## src/rtl/extend_if.sv

```systemverilog
// Stream bundle for the extend widener: the narrow arg_ input stream and the wide res_ output stream.
// master drives arg_ and accepts res_; slave is the widener side.
interface extend_if #(
  parameter int ARGW = 16,
  parameter int RESW = 24
);
  logic [ARGW-1:0] arg_data;
  logic            arg_valid;
  logic            arg_ready;
  logic [RESW-1:0] res_data;
  logic            res_valid;
  logic            res_ready;

  modport master (
    output arg_data, arg_valid, res_ready,
    input  arg_ready, res_data, res_valid
  );

  modport slave (
    input  arg_data, arg_valid, res_ready,
    output arg_ready, res_data, res_valid
  );
endinterface

```

## src/rtl/extend.sv

```systemverilog
// Signed stream widener: sign-extends ARGW-bit words to RESW bits, then left-aligns them by SHIFT.
// The output is fully registered behind a main + skid pair, so arg_ready has no combinational path from res_ready.
module extend #(
  parameter int ARGW  = 16,
  parameter int RESW  = 24,
  parameter int SHIFT = 0
) (
  input  logic     clk,
  input  logic     rst,
  extend_if.slave  bus
);

  if (RESW < ARGW + SHIFT) begin : g_param_err
    $error("extend: RESW must be at least ARGW + SHIFT");
  end

  typedef enum logic [1:0] {
    EMPTY = 2'd0,
    ONE   = 2'd1,
    TWO   = 2'd2
  } state_t;

  state_t          state_reg, state_next;
  logic [RESW-1:0] main_reg, skid_reg, main_next;
  logic [RESW-1:0] widened;
  logic            arg_ready_reg;
  logic            in_fire, out_fire, load_main, load_skid;

  // Sign extension first, then the shift; vacated LSBs fill with zeros.
  assign widened = RESW'($signed(bus.arg_data)) << SHIFT;

  always_comb begin
    in_fire    = bus.arg_valid && arg_ready_reg;
    out_fire   = (state_reg != EMPTY) && bus.res_ready;
    state_next = state_reg;
    load_main  = 1'b0;
    load_skid  = 1'b0;
    main_next  = widened;
    case (state_reg)
      EMPTY: begin
        if (in_fire) begin
          state_next = ONE;
          load_main  = 1'b1;
        end
      end
      ONE: begin
        if (in_fire && out_fire) begin
          load_main = 1'b1;
        end else if (in_fire) begin
          state_next = TWO;
          load_skid  = 1'b1;
        end else if (out_fire) begin
          state_next = EMPTY;
        end
      end
      TWO: begin
        // arg_ready is low here, so only the drain of main can happen.
        if (out_fire) begin
          state_next = ONE;
          load_main  = 1'b1;
          main_next  = skid_reg;
        end
      end
      default: state_next = EMPTY;
    endcase
  end

  always_ff @(posedge clk) begin
    if (rst) begin
      state_reg     <= EMPTY;
      arg_ready_reg <= 1'b0;
      main_reg      <= '0;
      skid_reg      <= '0;
    end else begin
      state_reg     <= state_next;
      arg_ready_reg <= (state_next != TWO);
      if (load_main) main_reg <= main_next;
      if (load_skid) skid_reg <= widened;
    end
  end

  assign bus.arg_ready = arg_ready_reg;
  assign bus.res_valid = (state_reg != EMPTY);
  assign bus.res_data  = main_reg;

endmodule

```

## src/flat_wrapper.sv

```systemverilog
// flat-port wrapper written by rule: the top's interface ports become plain ports
module extend_flat 
#(
  parameter int ARGW  = 16,
  parameter int RESW  = 24,
  parameter int SHIFT = 0
)
  (clk, rst, bus_arg_data, bus_arg_valid, bus_res_ready, bus_arg_ready, bus_res_data, bus_res_valid);
  extend_if #(.ARGW(ARGW), .RESW(RESW)) bus_i ();
  input  logic clk;
  input  logic rst;
  input wire logic [$bits(bus_i.arg_data)-1:0] bus_arg_data;
  input wire logic [$bits(bus_i.arg_valid)-1:0] bus_arg_valid;
  input wire logic [$bits(bus_i.res_ready)-1:0] bus_res_ready;
  output wire logic [$bits(bus_i.arg_ready)-1:0] bus_arg_ready;
  output wire logic [$bits(bus_i.res_data)-1:0] bus_res_data;
  output wire logic [$bits(bus_i.res_valid)-1:0] bus_res_valid;
  assign bus_i.arg_data = bus_arg_data;
  assign bus_i.arg_valid = bus_arg_valid;
  assign bus_i.res_ready = bus_res_ready;
  assign bus_arg_ready = bus_i.arg_ready;
  assign bus_res_data = bus_i.res_data;
  assign bus_res_valid = bus_i.res_valid;
  extend #(.ARGW(ARGW), .RESW(RESW), .SHIFT(SHIFT)) u_core (.clk(clk), .rst(rst), .bus(bus_i));
endmodule
```

## config.mk

```make
export PLATFORM = sky130hd
export DESIGN_NAME = extend_flat
export DESIGN_NICKNAME = d
export VERILOG_FILES = /design/src/rtl/extend_if.sv /design/src/rtl/extend.sv /design/src/flat_wrapper.sv
export SDC_FILE = /design/constraint.sdc
export NUM_CORES = 1
export LEC_CHECK = 0
export CAP_MARGIN = 30
export CORE_UTILIZATION = 29
export CTS_CLUSTER_SIZE = 40
export DETAILED_ROUTE_END_ITERATION = 8
export MAX_ROUTING_LAYER = met4
export SYNTH_ARGS = -nofsm -noshare
export SYNTH_HDL_FRONTEND = slang
export SYNTH_SLANG_ARGS = --single-unit
```

## constraint.sdc

```tcl
create_clock -name clk -period 2.7 [get_ports clk]
set_input_delay 0.405 -clock clk [delete_from_list [all_inputs] [get_ports clk]]
set_output_delay 0.405 -clock clk [all_outputs]
set_load 0.01 [all_outputs]
```

; Yosys cells after proc, flatten, opt, wreduce, memory -nomap -nowiden
; Cells that the tools add are included.
[totals]
out_inout_bits = 26
word_cells = 26
ff_bits = 43
[classes]
n_eq_ne = 3
n_mux = 14
reduce_logical = 5
[ops]
columns = operator, count
row1 = $mux W24, 2
row2 = $mux W2, 5
row3 = $pmux W2 S3, 1
row4 = $mux W1, 5
row5 = $logic_and A1 B1 Y1, 3
row6 = $pmux W1 S3, 1
row7 = $eq A2 B1 Y1 const B, 1
row8 = $eq A2 B2 Y1 const B, 1
row9 = $logic_not A2 Y1, 1
row10 = $ne A2 B2 Y1 const B, 1
row11 = $reduce_bool A2 Y1, 1

; Logic depth before layout (Yosys ltp)
[depth]
ltp_word = 7
ltp_mapped = 6

; Worst setup path before layout
; Ideal clock, no wire load.
[synth_path]
path_type = register to register
start = register u_core.arg_ready_reg, in the netlist u_core.bus.arg_ready
end = register u_core.skid_reg[0]
arrival_ns = 1.252
path_slack_ns = 1.320
path_buffers = 2
synth_period_minus_slack_ns = 1.380
path_stages_with_launch = 7
required_time_ns = 2.572
path_cell_list = dfxtp_1 > and3b_1 > and3b_1 > buf_6 > buf_6 > mux2i_1 > nor2_1
[synth_between]
elab_chain_cells = 4
word_cells_on_any_way = 5
classes_between = 3 x mux / 2 x reduce/logical
[synth_rtl]
columns = item, line_no
row1 = "start, declared", extend.sv:26  ; logic arg_ready_reg;
row2 = "start signal, assigned", extend.sv:76  ; arg_ready_reg <= (state_next != TWO);
row3 = $logic_and A1 B1 Y1 *, extend.sv:33  ; in_fire = bus.arg_valid && arg_ready_reg;
row4 = $mux W1 / $logic_and A1 B1 Y1 (equally long branches), "extend.sv:49, extend.sv:47"
row5 = $mux W1 *, extend.sv:47  ; if (in_fire && out_fire) begin
row6 = $mux W1 *, extend.sv:39  ; case (state_reg)
row7 = "end signal, assigned", extend.sv:78  ; if (load_skid) skid_reg <= widened;
row8 = "end, declared", extend.sv:24  ; logic [RESW-1:0] main_reg, skid_reg, main_next;
; Every way passes the cells marked *; elsewhere a longest branch is shown, timed or not.
; A chain may end at the register's enable or synchronous reset.

; Worst setup path in the final report
[layout_path]
start = input bus_arg_valid
end = register u_core.main_reg[22], in the netlist u_core.bus.res_data[22]
[layout_between]
elab_chain_cells = 4
word_cells_on_any_way = 5
classes_between = 3 x mux / 2 x reduce/logical
[layout_rtl]
columns = item, line_no
row1 = "start, declared", flat_wrapper.sv:13  ; input wire logic [$bits(bus_i.arg_valid)-1:0] bus_arg_valid;
row2 = $logic_and A1 B1 Y1 *, extend.sv:33
row3 = $logic_and A1 B1 Y1, extend.sv:47
row4 = $mux W1, extend.sv:47
row5 = $pmux W1 S3 *, extend.sv:39
row6 = "end signal, assigned", extend.sv:77  ; if (load_main) main_reg <= main_next;
row7 = "end, declared", extend.sv:24
; Marks and branches as above.

==> results.toml <==
[outcome]
status = "finished, final reports clean"

[route]
vias_per_cell = 4.34
routed-via-count = 1106
drc = 0
first_pass_iters = 3
wl_per_cell_microns = 11.8
wl_microns = 3020
drt_iter0_drc = 70
drtAntennaViolNets = 0

[clocking]
clk_path_buf_depth = 2
cts_buffers = 5
cts.htree.levels = 2
path_clk_slew_ns = 0.06
root_buffer = "clkbuf_8"
insertion_delay_ns = 0.28
ctsHoldBuffers = 0
clock_sinks = 35
post-cts-setup-buffer-count = 0
tritoncts = "built"
cts_resized = 0

[setup_path]
ff2ff_path_depth = 4
path_class = "primary input to flip-flop"
crit_path_end_kind = "flip-flop"
worstPathArrival_ns = 2.19
reg2reg_to = "u_core.bus.res_data[22]$_SDFFE_PP0P_"
required_ns = 2.90
cp_max_fo = 32
crit_path_start_kind = "primary input"
endpoint = "u_core.bus.res_data[22]$_SDFFE_PP0P_"
r2r-start = "u_core.state_reg[0]$_SDFF_PP0_"
crit_start = "bus_arg_valid"
reg2reg_slack_ns = 0.85

[synthesis]
synth_nets = 170
synth.distinct_cells = 19
synth_area_leaders = "dfxtp_1, mux2i_1, a211oi_2"
syn_area_per_cell_sq_um = 10.7
ys_ff_latch = 35
synthCells = 150
netlist.area_leader.share_pct = 43.8
synth.largest_area_cell = "dfxtp_1"
yosysSeqAreaShare_pct = 43.8
mappedNetlistArea_sq_mm = 0.00160
yosysWarnings = 0

[timing]
setup_viol = 0
timing.final.hold_violations = 0
tns_ns = 0
clock.fmax_mhz = 501
period_minus_slack_ns = 2.00
drv_slew = 0
relSlewSlack_pct = 33.7
rsz0062_at_grt = "no"
period_share_pct = 73.9
skew_ns = 0.00529
tightest_slew_ns = 0.990

[floorplan]
die_area_sq_mm = 0.00582
chipHeight_microns = 76.3
die_w_microns = 76.3
fp.coreArea_sq_mm = 0.00520
num_rows = 26
start_util_pct = 30.7
io_pins = 46

[global_routing]
grt_pass1_vias = 1026
groute.usage.overall_pct = 11.3
grt_max_degree = 36
antenna_found_initial = 0
grt-ovfl-total = 0
grt_pass1_wl_microns = 5040

[power_and_ir_drop]
intPower_uw = 866
switching_share_pct = 24.9
peakVddDrop_v = 0.000229
power_density_mw_per_mm2 = 552
power_frac_comb_pct = 18.8
leakage_nw = 0.825
clock_power_share_pct = 32.3
p_sw_uw = 288
power.share.sequential_pct = 48.8

[job]
maxCapViolCount = 0

[cells_and_area]
layout.cells.most_common = "clkdlybuf4s50_1"
final_util_pct = 40.1
post_route_cells_drive_above_1_share_pct = 14.1
layout_common_cells = "clkdlybuf4s50_1, dfxtp_1, nor2_1"
diodes = 0
fin_nets = 205
area_growth_pct = 30.6

[placed_design]
gp_congestion = 0.651
io_buffers = 45
dpl.hpwl_microns = 1970

[worst_hold_path]
hold_class = "flip-flop to flip-flop"
worst max-delay path: stages:
cell	delay, ns
clkdlybuf4s50_1	0.52
nand2_1	0.13
o211ai_4	0.80
nor2_1	0.11
a211oi_2	0.22
layout make-up:
| class | count | area [sq um] |
|---|---|---|
| clock buffer | 6 | 82.6 |
| clock inverter | 1 | 5.00 |
| sequential | 35 | 701 |
| tap | 70 | 87.6 |
| multi-input combinational | 96 | 753 |
| fill | 524 | 3120 |
| timing repair buffer | 47 | 460 |
cells in the mapped netlist, drive strengths merged:
library cell	instances
o21a	1
clkbuf	4
nor2	34
nand4b	1
a21oi	1
and3b	2
o211ai	1
nand3b	2
nor3	1
mux2i	33
or2	1
buf	15
a21o	1
nand2	1
nand3	1
a211oi	16
dfxtp	35
through the flow:
step                      setup WS (ns)  total power [mW]  instance area [sq um]  std cells  hold WS (ns)
after floorplan                    1.32             0.702                   1600        150         0.460
after global placement            0.445             0.793                   2000        248         0.471
after detailed placement          0.396             0.795                   2000        248         0.480
after CTS                         0.688              1.18                   2090        255         0.498
after global routing              0.479              1.22                   2090        255         0.524
final                             0.705              1.15                   2090        255         0.492
how the worst min path moves through the flow:
stage | end | start | depth (start not counted) | slack [ns]
after detailed placement | u_core.skid_reg[11]$_SDFFE_PP0P_ | u_core.skid_reg[11]$_SDFFE_PP0P_ | 2 | 0.48
after global routing | u_core.skid_reg[0]$_SDFFE_PP0P_ | u_core.skid_reg[0]$_SDFFE_PP0P_ | 2 | 0.52
final | u_core.skid_reg[12]$_SDFFE_PP0P_ | u_core.skid_reg[12]$_SDFFE_PP0P_ | 2 | 0.49
after CTS | u_core.skid_reg[15]$_SDFFE_PP0P_ | u_core.skid_reg[15]$_SDFFE_PP0P_ | 2 | 0.50
after global placement | u_core.skid_reg[5]$_SDFFE_PP0P_ | u_core.skid_reg[5]$_SDFFE_PP0P_ | 2 | 0.47
after floorplan | u_core.skid_reg[0]$_SDFFE_PP0P_ | u_core.skid_reg[0]$_SDFFE_PP0P_ | 2 | 0.46
cells by family (layout without fill, tap and decap cells):
kind of cell / Yosys count / in the layout / synth area share [%]
flops: 35 / 35 / 43.8
simple gates: 43 / 43 / 12.0
buf+inv: 19 / 54 / 9.15
mux: 33 / 33 / 20.6
compound gates: 20 / 20 / 14.5
per-layer routing:
layer,part of all wire (%),GRT usage [%],up-vias
met2,45,16.6,31
met1,48,14.3,493
li1,-,-,580
met4,0.50,3.46,0
met5,0,-,-
met3,5.7,4.55,2
power groups by stage:
stage,clock network [mW],registers [mW],logic (mW)
final,0.373,0.563,0.217
after global routing,0.422,0.567,0.234
after detailed placement,0,0.575,0.220
after floorplan,0,0.583,0.119
after global placement,0,0.575,0.218
after CTS,0.395,0.563,0.221
Note: power is estimated with default switching activity, not from simulation.
